`src/rtl/vga_sync_gen.sv`:
```
// VGA raster timing generator: per-axis phase FSMs and coordinate counters advanced
// by a pixel-rate enable, with all outputs registered and cycle-coherent.
module vga_sync_gen #(
  parameter int   H_ACTIVE = 640,
  parameter int   H_FP     = 16,
  parameter int   H_SYNC   = 96,
  parameter int   H_BP     = 48,
  parameter int   V_ACTIVE = 480,
  parameter int   V_FP     = 10,
  parameter int   V_SYNC   = 2,
  parameter int   V_BP     = 33,
  parameter logic SYNC_POL = 1'b0
) (
  input  logic       clk,
  input  logic       rst,
  input  logic       pix_tick,
  output logic       hsync,
  output logic       vsync,
  output logic       video_on,
  output logic [9:0] pixel_x,
  output logic [9:0] pixel_y,
  output logic       frame_start
);

  localparam int H_TOTAL = H_ACTIVE + H_FP + H_SYNC + H_BP;
  localparam int V_TOTAL = V_ACTIVE + V_FP + V_SYNC + V_BP;

  localparam logic [9:0] H_LAST       = 10'(H_TOTAL - 1);
  localparam logic [9:0] H_FP_START   = 10'(H_ACTIVE);
  localparam logic [9:0] H_SYNC_START = 10'(H_ACTIVE + H_FP);
  localparam logic [9:0] H_BP_START   = 10'(H_ACTIVE + H_FP + H_SYNC);
  localparam logic [9:0] V_LAST       = 10'(V_TOTAL - 1);
  localparam logic [9:0] V_FP_START   = 10'(V_ACTIVE);
  localparam logic [9:0] V_SYNC_START = 10'(V_ACTIVE + V_FP);
  localparam logic [9:0] V_BP_START   = 10'(V_ACTIVE + V_FP + V_SYNC);

  typedef enum logic [1:0] {
    ST_ACTIVE,
    ST_FRONT,
    ST_SYNC,
    ST_BACK
  } phase_e;

  // Phase entered when the counter lands on a boundary. Later phases are tested
  // first so a zero-length porch or sync collapses into the following phase.
  function automatic phase_e next_phase(input logic [9:0] cnt, input phase_e cur,
                                        input logic [9:0] fp_s, input logic [9:0] sync_s,
                                        input logic [9:0] bp_s);
    phase_e nxt;
    nxt = cur;
    if (cnt == bp_s)        nxt = ST_BACK;
    else if (cnt == sync_s) nxt = ST_SYNC;
    else if (cnt == fp_s)   nxt = ST_FRONT;
    else if (cnt == 10'd0)  nxt = ST_ACTIVE;
    return nxt;
  endfunction

  phase_e     h_state_q, h_state_d;
  phase_e     v_state_q, v_state_d;
  logic [9:0] h_cnt_q, h_cnt_d;
  logic [9:0] v_cnt_q, v_cnt_d;
  logic       hsync_q, hsync_d;
  logic       vsync_q, vsync_d;
  logic       video_on_q, video_on_d;
  logic       frame_start_q, frame_start_d;
  logic       h_wrap, v_wrap;

  always_comb begin
    h_cnt_d       = h_cnt_q;
    v_cnt_d       = v_cnt_q;
    h_state_d     = h_state_q;
    v_state_d     = v_state_q;
    frame_start_d = 1'b0;
    h_wrap        = (h_cnt_q == H_LAST);
    v_wrap        = (v_cnt_q == V_LAST);

    if (pix_tick) begin
      h_cnt_d   = h_wrap ? 10'd0 : h_cnt_q + 10'd1;
      h_state_d = next_phase(h_cnt_d, h_state_q, H_FP_START, H_SYNC_START, H_BP_START);
      if (h_wrap) begin
        v_cnt_d       = v_wrap ? 10'd0 : v_cnt_q + 10'd1;
        v_state_d     = next_phase(v_cnt_d, v_state_q, V_FP_START, V_SYNC_START, V_BP_START);
        frame_start_d = v_wrap;
      end
    end

    // Flags derive from the next phase so they register alongside the counters.
    hsync_d    = (h_state_d == ST_SYNC) ? SYNC_POL : ~SYNC_POL;
    vsync_d    = (v_state_d == ST_SYNC) ? SYNC_POL : ~SYNC_POL;
    video_on_d = (h_state_d == ST_ACTIVE) && (v_state_d == ST_ACTIVE);
  end

  always_ff @(posedge clk or posedge rst) begin
    if (rst) begin
      h_state_q     <= ST_ACTIVE;
      v_state_q     <= ST_ACTIVE;
      h_cnt_q       <= 10'd0;
      v_cnt_q       <= 10'd0;
      hsync_q       <= ~SYNC_POL;
      vsync_q       <= ~SYNC_POL;
      video_on_q    <= 1'b1;
      frame_start_q <= 1'b0;
    end else begin
      h_state_q     <= h_state_d;
      v_state_q     <= v_state_d;
      h_cnt_q       <= h_cnt_d;
      v_cnt_q       <= v_cnt_d;
      hsync_q       <= hsync_d;
      vsync_q       <= vsync_d;
      video_on_q    <= video_on_d;
      frame_start_q <= frame_start_d;
    end
  end

  assign hsync       = hsync_q;
  assign vsync       = vsync_q;
  assign video_on    = video_on_q;
  assign pixel_x     = h_cnt_q;
  assign pixel_y     = v_cnt_q;
  assign frame_start = frame_start_q;

endmodule

```
`config.mk`:
```
export PLATFORM = sky130hd
export DESIGN_NAME = vga_sync_gen
export DESIGN_NICKNAME = d
export VERILOG_FILES = /design/src/rtl/vga_sync_gen.sv
export SDC_FILE = /design/constraint.sdc
export NUM_CORES = 1
export LEC_CHECK = 0
export BUFFER_PORTS_ARGS = -buffer_cell sky130_fd_sc_hd__buf_2
export CORE_MARGIN = 2
export CORE_UTILIZATION = 30
export CTS_CLUSTER_SIZE = 24
export DETAILED_ROUTE_END_ITERATION = 6
export GPL_TIMING_DRIVEN = 0
export MAX_ROUTING_LAYER = met4
export PLACE_DENSITY = 0.46
export SLEW_MARGIN = 20
export SYNTH_ARGS = -nofsm -noshare
export SYNTH_HDL_FRONTEND = slang
export SYNTH_SLANG_ARGS = --single-unit
```
`constraint.sdc`:
```
create_clock -name clk -period 5.9 [get_ports clk]
set_clock_uncertainty 0.05 [all_clocks]
set_input_delay 1.18 -clock clk [delete_from_list [all_inputs] [get_ports clk]]
set_output_delay 1.18 -clock clk [all_outputs]
set_load 0.05 [all_outputs]
```
== Word-level counts from Yosys, hierarchy flattened ==
Index checks and enable logic that the tools add are counted.
Storage, ports and cells
  output and inout port bits: 24
  register bits: 28
  logic and storage cells: 43
  bits of input ports: 3
Cells by class
  muxes and demuxes: 17
  reduce and logical (&&, ||, !) cells: 6
  equal/unequal tests: 10
  $add $sub $neg: 2
Operator list (number)
  $eq A10 B10 Y1 const B: 5
  $eq A10 B9 Y1 const B: 3
  $mux W2: 11
  $add A10 B1 Y10 const B: 2
  $logic_not A10 Y1: 2
  $mux W10: 2
  $eq A2 B2 Y1 const B: 2
  $logic_not A2 Y1: 2
  $mux W1: 4
  $reduce_and A2 Y1: 1
  $logic_and A1 B1 Y1: 1

== Logic depth before layout (Yosys ltp) ==
Gate-level depths: netlist (run 1).
  depth in word-level cells: 11
  mapped depth: 10
  gate-level depth less buffers: 9

== Worst setup path before layout (run 1) ==
No wires, ideal clock.
  kind: reg2reg
  from: register v_cnt_q[0], in the netlist pixel_y[0]
  to: register video_on_q, in the netlist video_on
  data required time: 5760 ps
  setup time: 90 ps
  arrival: 2827 ps
  stages on the path, launching flop included: 11
  setup slack: 2933 ps
  path buffers: 1
  period minus slack after synthesis: 2967 ps
  path through: dfrtp_1 -> clkbuf_1 -> inv_1 -> ha_1 -> nor4b_4 -> nand3_2 -> a311o_1 -> or3_4 -> o32ai_2 -> o21ai_2 -> nor4_2
On the way
  word-level cells in the longest chain between the ends: 11
  elaborated cells on any way between the ends: 15
  those cells by class: 1 x add/sub; 4 x eq/ne; 7 x mux; 3 x reduce/logical
RTL lines
  from (decl): RTL line 61  | logic [9:0] v_cnt_q, v_cnt_d;
  from (signal assigned): RTL line 107  | v_cnt_q <= v_cnt_d;
  $add A10 B1 Y10 or $eq A10 B10 Y1 (tied branches): RTL line 81, 75
  $mux W10 (*): RTL line 81  | v_cnt_d = v_wrap ? 10'd0 : v_cnt_q + 10'd1;
  $logic_not A10 Y1: RTL line 54  | else if (cnt == 10'd0) nxt = ST_ACTIVE;
  $mux W2: RTL line 54
  $mux W2: RTL line 53  | else if (cnt == fp_s) nxt = ST_FRONT;
  $mux W2: RTL line 52  | else if (cnt == sync_s) nxt = ST_SYNC;
  $mux W2 (*): RTL line 51  | if (cnt == bp_s) nxt = ST_BACK;
  $mux W2 (*): RTL line 80  | if (h_wrap) begin
  $mux W2 (*): RTL line 77  | if (pix_tick) begin
  named net v_state_d[0]: RTL line 59  | phase_e v_state_q, v_state_d;
  $logic_not A2 Y1 (*): RTL line 90  | video_on_d = (h_state_d == ST_ACTIVE) && (v_state_d == ST_ACTIVE);
  $logic_and A1 B1 Y1 (*): RTL line 90
  named net video_on_d: RTL line 64  | logic video_on_q, video_on_d;
  to (signal assigned): RTL line 110  | video_on_q <= video_on_d;
  to (decl): RTL line 64
Mark *: on every way through the listed nets, which the timed path passes. The rest lies on a longest branch.
A chain may end at the register's enable or synchronous reset.

== Final worst setup path (run 1) ==
Ends and elaborated chain as after synthesis.

==> impl_metrics.yaml, run 1 <==
power_and_ir_drop:
  max-vdd-ir-drop_mv: 0.1871
  power.density_mw_per_mm2: 278.6
  leakage_nw: 0.9006
  power_w: 0.0006247
floorplan:
  die-area_mm2: 0.007234
  start_util_pct: 31.03
  ioPinCount: 27
  chipWidth_um: 85.05
  die_y_um: 85.05
  coreArea_mm2: 0.006350
  rows: 29
clock_tree:
  hold_buffers: 0
  cts_setup_buffers: 0
  cts_buffers: 3
  cts_resized: 0
  cts_num_sinks: 28
  clk_latency_ns: 0.27
  cts_tree: "built"
  path_clk_slew_ns: 0.09
  cts-root-buf: "clkbuf_8"
  cts_max_level: 1
  cts_max_path_buffers: 2
synthesis:
  seq_area_frac_synth_pct: 35.75
  ys_warn_count: 0
  syn-num-nets: 230
  synth_common_cells: "dfrtp_1 (25), nand2_1 (14), nor2_1 (14), o21ai_0 (14), a21oi_1 (13)"
  synthArstFlopShare_pct: 100.0
  syn_area_mm2: 0.001971
  synth_top_area_share_pct: 31.75
  netlist_instances: 223
  synth_area_leader_cell: "dfrtp_1"
  yosysUniqueCellTypes: 60
  synth_edf_count: 0
  postSynthAreaPerCell_um2: 8.837
  ys.flop_type: "dfrtp_1"
  ys_ff_latch: 28
  synth_most_common_cell: "dfrtp_1"
  synthTopCellsByArea: "dfrtp_1 (32%), dfstp_2 (4.0%), o21ai_0 (3.6%), xnor2_1 (3.6%), mux2_2 (3.4%)"
global_routing:
  met2_usage_pct: 22.02
  grtUsageMet1_pct: 20.16
  grt-busiest-layer: "met2"
  grtUsageTotal_pct: 14.32
  grt_pass1_vias: 1623
  grt_util_met3_pct: 2.237
  globalRouteOverflowTotal: 0
  grt_pass1_wl_um: 8252
  grt_max_degree: 29
  antenna_found_initial: 0
detailed_routing:
  drc: 0
  drtIter0Drc: 81
  viasPerCell: 5.385
  ant_nets: 0
  vias: 1777
  dr.pass1.iters: 4
  post_drt_wl_per_cell_um: 14.50
  wl_um: 4784
hold_path:
  hp-class: "reg2reg"
  hold_end: "v_state_q[1]$_DFF_PP0_"
  hp-start: "v_state_q[1]$_DFF_PP0_"
  min_delay_path_depth: 2
run:
  cap_violations: 0
status:
  outcome: "finished, final reports clean"
place:
  place_ws_ns: 2.837
  portBuffers: 26
  dpl.cell_count: 326
  dp_hpwl_um: 3516
  gp_congestion: 0.8701
timing:
  max_freq_ghz: 0.3305
  slew_headroom_pct: 58.50
  rsz0062_at_grt: "false"
  finalCriticalPeriod_ns: 3.025
  tns_ns: 0
  maxSlewViolCount: 0
  hold_violations: 0
  setup_ws_ns: 2.875
  worst_slew_pin_slew_ns: 0.6216
  finalCritPeriodShare_pct: 51.28
  setup_viol: 0
layout:
  fin_cells: 330
  fillers: 677
  antenna_cells: 0
  drive_above_1_share_pct: 22.13
  fin_nets: 261
  areaGrowthSynthToFinish_pct: 13.78
  postLayoutCoreUtil_pct: 35.31
critical_path:
  r2r-start: "pixel_y[0]$_DFFE_PP0P_"
  reg2reg_depth: 10
  r2r_slack_ns: 2.87
  arrival_ns: 3.15
  end_kind: "flip-flop"
  worstReg2RegEnd: "video_on$_DFF_PP1_"
  crit_type: "reg2reg"
  path_max_fanout: 9
  start_kind: "flip-flop"
  worstPathRequired_ns: 6.03
per-layer routing:
layer  wire length [um]  share of wire, %
met2               2181                46
met1               2382                50
met3                190               4.0
met5                  0                 0
met4                 29              0.61
cell families (layout without fill, tap and decap cells):
family / Yosys count / after routing / share of synthesized area, %
buf+inv: 25 / 55 / 5.397
fa+ha+maj: 4 / 4 / 2.540
compound gates: 52 / 52 / 17.40
xor+xnor: 14 / 14 / 6.222
mux: 6 / 6 / 3.428
simple gates: 94 / 94 / 29.27
flops: 28 / 28 / 35.75
layout make-up:
class,instances,area [um2],share of cell area [%]
inverters,10,37.54,1.674
repair buffers,26,130.1,5.804
well taps,77,96.34,4.297
multi-input cells,170,1160,51.73
clock buffers,4,45.04,2.009
flip-flops and latches,28,704.4,31.42
plain buffers,15,68.82,3.069
worst max-delay path by stage:
stage	slack, ns	cells after the start	start	to
global route	2.65	10	pixel_x[0]$_DFFE_PP0P_	hsync$_DFF_PP1_
detailed placement	2.84	6	pix_tick	video_on$_DFF_PP1_
global placement	2.83	6	pix_tick	video_on$_DFF_PP1_
floorplan	2.93	10	pixel_y[0]$_DFFE_PP0P_	video_on$_DFF_PP1_
CTS	2.84	10	pixel_y[0]$_DFFE_PP0P_	video_on$_DFF_PP1_
finish	2.87	10	pixel_y[0]$_DFFE_PP0P_	video_on$_DFF_PP1_
power breakdown:
| part | switching, W | leakage (nW) | internal, W |
|---|---|---|---|
| clock network | 0.0000596 | 0.0228 | 0.0000484 |
| registers | 0.0000327 | 0.346 | 0.000217 |
| logic | 0.000182 | 0.532 | 0.0000848 |
registers in the layout, indices dropped and copies added, names as in the netlist:
name / cells
hsync: 1
vsync: 1
pixel_x: 10
video_on: 1
pixel_y: 10
h_state_q: 2
frame_start: 1
v_state_q: 2
cells in the final DEF (no fill, tap or decap), types with 6 or more instances in the layout:
cell | synthesis | layout
buf_2 | 1 | 27
mux2_2 | 6 | 6
o21ai_0 | 14 | 14
nor2_1 | 14 | 14
a21oi_1 | 13 | 13
and3_1 | 7 | 7
clkbuf_1 | 12 | 13
xnor2_1 | 8 | 8
nand2_1 | 14 | 14
dfrtp_1 | 25 | 25
inv_1 | 10 | 9
xor2_1 | 6 | 6
nand4_1 | 8 | 8
nand3_1 | 11 | 11
per-stage QoR:
stage          hold slack (ns)  instance area [um2]
2_1_floorplan           0.4639                 1971
3_3_place_gp            0.5038                 2197
3_5_place_dp            0.4998                 2197
6_report                0.5240                 2242
5_1_grt                 0.5642                 2242
4_1_cts                 0.5235                 2242
worst max-delay path, cell delays in order, from the launching register on:
cell	delay (ns)
dfrtp_1	0.40
clkbuf_1	0.21
inv_1	0.16
ha_1	0.18
nor4b_4	0.32
nand3_2	0.14
a311o_1	0.43
or3_4	0.39
o32ai_2	0.28
o21ai_2	0.10
nor4_2	0.28
No activity file was read; power rests on OpenSTA's default activity.
==> inputs of run 2 (changes only) <==
--- a/config.mk
+++ b/config.mk
@@ -5,6 +5,7 @@
 export SDC_FILE = /design/constraint.sdc
 export NUM_CORES = 1
 export LEC_CHECK = 0
+export ABC_AREA = 1
 export BUFFER_PORTS_ARGS = -buffer_cell sky130_fd_sc_hd__buf_2
 export CORE_MARGIN = 2
 export CORE_UTILIZATION = 30
==> constraint.sdc (replaced) <==
create_clock -name clk -period 3.1 [get_ports clk]
set_clock_uncertainty 0.05 [all_clocks]
set_input_delay 0.62 -clock clk [delete_from_list [all_inputs] [get_ports clk]]
set_output_delay 0.62 -clock clk [all_outputs]
set_load 0.05 [all_outputs]
==> run 2 against run 1 <==
  * Register-to-register slack got worse by 1.9 ns
  * Via count down 0.17%
  * Setup slack worse by 1.9 ns
==> impl_metrics.yaml, run 2 <==
global_routing:
  antenna_found_initial: 0
  globalRouteOverflowTotal: 0
  grt_pass1_wl_um: 7741
  grtUsageTotal_pct: 13.83
  grt_pass1_vias: 1575
  grt_max_degree: 29
critical_path:
  path_max_fanout: 7
  reg2reg_depth: 15
  slowest_stage: "dfrtp_1"
  crit_chain: "ha_1 > nand3_2 > nor2_4 > nand2_4 > nand3_1 > nand2_1 > inv_1 > nand3_1 > nand2_1 > nand2_1 > nand2_1 > nand2_1 > nand2_2 > nand2_1 > nor2_1"
  critPathMostFrequentCell: "nand2_1"
  arrival_ns: 2.33
  crit_type: "reg2reg"
  end_kind: "flip-flop"
  start_kind: "flip-flop"
  path_delay_family: "simple AND/OR/NAND/NOR gates"
  r2r-start: "pixel_x[0]$_DFFE_PP0P_"
  path_buf_inv: 1
  critPathMaxStageDelay_ns: 0.48
  worstPathRequired_ns: 3.27
  worstReg2RegEnd: "video_on$_DFF_PP1_"
  r2r_slack_ns: 0.94
timing:
  setup_ws_ns: 0.9415
  worst_slew_pin_slew_ns: 0.6128
  setup_viol: 0
  max_freq_ghz: 0.4633
  rsz0062_at_grt: "false"
  hold_violations: 0
  slew_headroom_pct: 59.09
  finalCritPeriodShare_pct: 69.63
  tns_ns: 0
  finalCriticalPeriod_ns: 2.158
  maxSlewViolCount: 0
clock_tree:
  cts_max_level: 1
  cts_num_sinks: 28
  cts_buffers: 3
  cts_max_path_buffers: 2
  clk_latency_ns: 0.28
  cts_setup_buffers: 0
  cts_resized: 0
  path_clk_slew_ns: 0.10
  hold_buffers: 0
  cts-root-buf: "clkbuf_8"
  cts_tree: "built"
synthesis:
  ys_warn_count: 0
  ys_ff_latch: 28
  synth_most_common_cell: "nand2_1"
  synth_top_area_share_pct: 33.07
  syn-num-nets: 293
  synth_area_leader_cell: "dfrtp_1"
  ys.flop_type: "dfrtp_1"
  syn_area_mm2: 0.001892
  postSynthAreaPerCell_um2: 6.615
  synth_edf_count: 0
  seq_area_frac_synth_pct: 37.24
  yosysUniqueCellTypes: 26
  synth_common_cells: "nand2_1 (104), inv_1 (43), dfrtp_1 (25), nand3_1 (25), nor2_1 (23)"
  synthTopCellsByArea: "dfrtp_1 (33%), nand2_1 (21%), inv_1 (8.5%), nand3_1 (6.6%), o21ai_0 (5.8%)"
  synthArstFlopShare_pct: 100.0
  netlist_instances: 286
detailed_routing:
  drtIter0Drc: 93
  ant_nets: 0
  viasPerCell: 4.537
  post_drt_wl_per_cell_um: 11.53
  drc: 0
  vias: 1774
  wl_um: 4509
  dr.pass1.iters: 4
floorplan:
  chipWidth_um: 83.41
  ioPinCount: 27
  die-area_mm2: 0.006957
  coreArea_mm2: 0.005991
  die_y_um: 83.41
  start_util_pct: 31.58
  rows: 28
status:
  outcome: "finished, final reports clean"
layout:
  areaGrowthSynthToFinish_pct: 15.61
  postLayoutCoreUtil_pct: 36.51
  final_common_cell: "nand2_1"
  layout_common_cells: "nand2_1 (104), inv_1 (42), buf_2 (27)"
  antenna_cells: 0
  fin_nets: 324
  fillers: 681
  drive_above_1_share_pct: 18.35
place:
  place_ws_ns: 0.9682
  gp_congestion: 0.8063
  portBuffers: 26
  dp_hpwl_um: 3424
hold_path:
  hp-class: "in2async"
power_and_ir_drop:
  power.density_mw_per_mm2: 608.1
  power_w: 0.001330
  max-vdd-ir-drop_mv: 0.3214
  leakage_nw: 1.161
run:
  cap_violations: 0
## run 2: cell types whose count changed after synthesis, sizes merged, moves of 7 or more
| cell | before | now |
|---|---|---|
| a21oi | 13 | 2 |
| and3 | 8 | 0 |
| clkbuf | 12 | 3 |
| inv | 10 | 43 |
| nand2 | 15 | 107 |
| nand3 | 12 | 29 |
| nor2 | 14 | 33 |
| o21ai | 15 | 24 |
| xnor2 | 8 | 1 |
## run 2: metrics by stage
| stage | cells | area, um2 | hold WS [ns] |
|---|---|---|---|
| finish | 391 | 2187 | 0.3510 |
| detailed placement | 387 | 2116 | 0.4561 |
| global placement | 387 | 2116 | 0.4211 |
| global route | 391 | 2187 | 0.3889 |
| floorplan | 286 | 1892 | 0.4078 |
| CTS | 391 | 2187 | 0.3696 |
## run 2: area by class of cell
class,count,area [um2],share of cell area (%)
inverter,43,161.4,7.380
clock buffer,3,41.29,1.888
timing repair buffer,26,130.1,5.950
multi-input combinational,211,999.7,45.71
sequential,28,704.4,32.21
buffer,4,26.28,1.201
clock inverter,1,30.03,1.373
tap,75,93.84,4.291
## run 2: worst max path at each step
| stage | startpoint | end | slack [ns] | cells past startpoint |
|---|---|---|---|---|
| global placement | pixel_x[0]$_DFFE_PP0P_ | video_on$_DFF_PP1_ | 0.94 | 15 |
| CTS | pixel_y[0]$_DFFE_PP0P_ | video_on$_DFF_PP1_ | 0.92 | 14 |
| finish | pixel_x[0]$_DFFE_PP0P_ | video_on$_DFF_PP1_ | 0.94 | 15 |
| detailed placement | pixel_y[0]$_DFFE_PP0P_ | video_on$_DFF_PP1_ | 0.97 | 14 |
| global route | pixel_y[0]$_DFFE_PP0P_ | video_on$_DFF_PP1_ | 0.56 | 14 |
| floorplan | pixel_x[0]$_DFFE_PP0P_ | video_on$_DFF_PP1_ | 0.89 | 15 |
## run 2: report_power, final
group,internal (W),total [W],switching [W]
combinational,0.000135,0.000520,0.000385
clock,0.000173,0.000292,0.000119
sequential,0.000434,0.000518,0.0000839
total,0.000742,0.00133,0.000588
## run 2: worst reg2reg max path, stage by stage (launching register included)
cell and delay, ns:
dfrtp_1 0.48, ha_1 0.25, nand3_2 0.16, nor2_4 0.18
nand2_4 0.11, nand3_1 0.21, nand2_1 0.08, inv_1 0.05
nand3_1 0.09, nand2_1 0.08, nand2_1 0.04, nand2_1 0.05
nand2_1 0.05, nand2_2 0.08, nand2_1 0.05, nor2_1 0.09
## run 2: layer usage
metal  track usage (%)  up-vias  share of wire, %
met5                 -        -                 0
met4             3.079        0              0.91
met3             2.783        2               3.9
met2             18.70       30                40
met1             21.05      794                55
li1                  -      948                 -
## run 2: cells by family after synthesis
group	after synthesis	share of synthesized area, %
AO/OA/AOI/OAI	27	7.408
flip-flops	28	37.24
XOR/XNOR	2	0.9261
buffers and inverters	47	9.920
AND/OR/NAND/NOR	178	41.86
adder cells (fa/ha/maj)	4	2.646
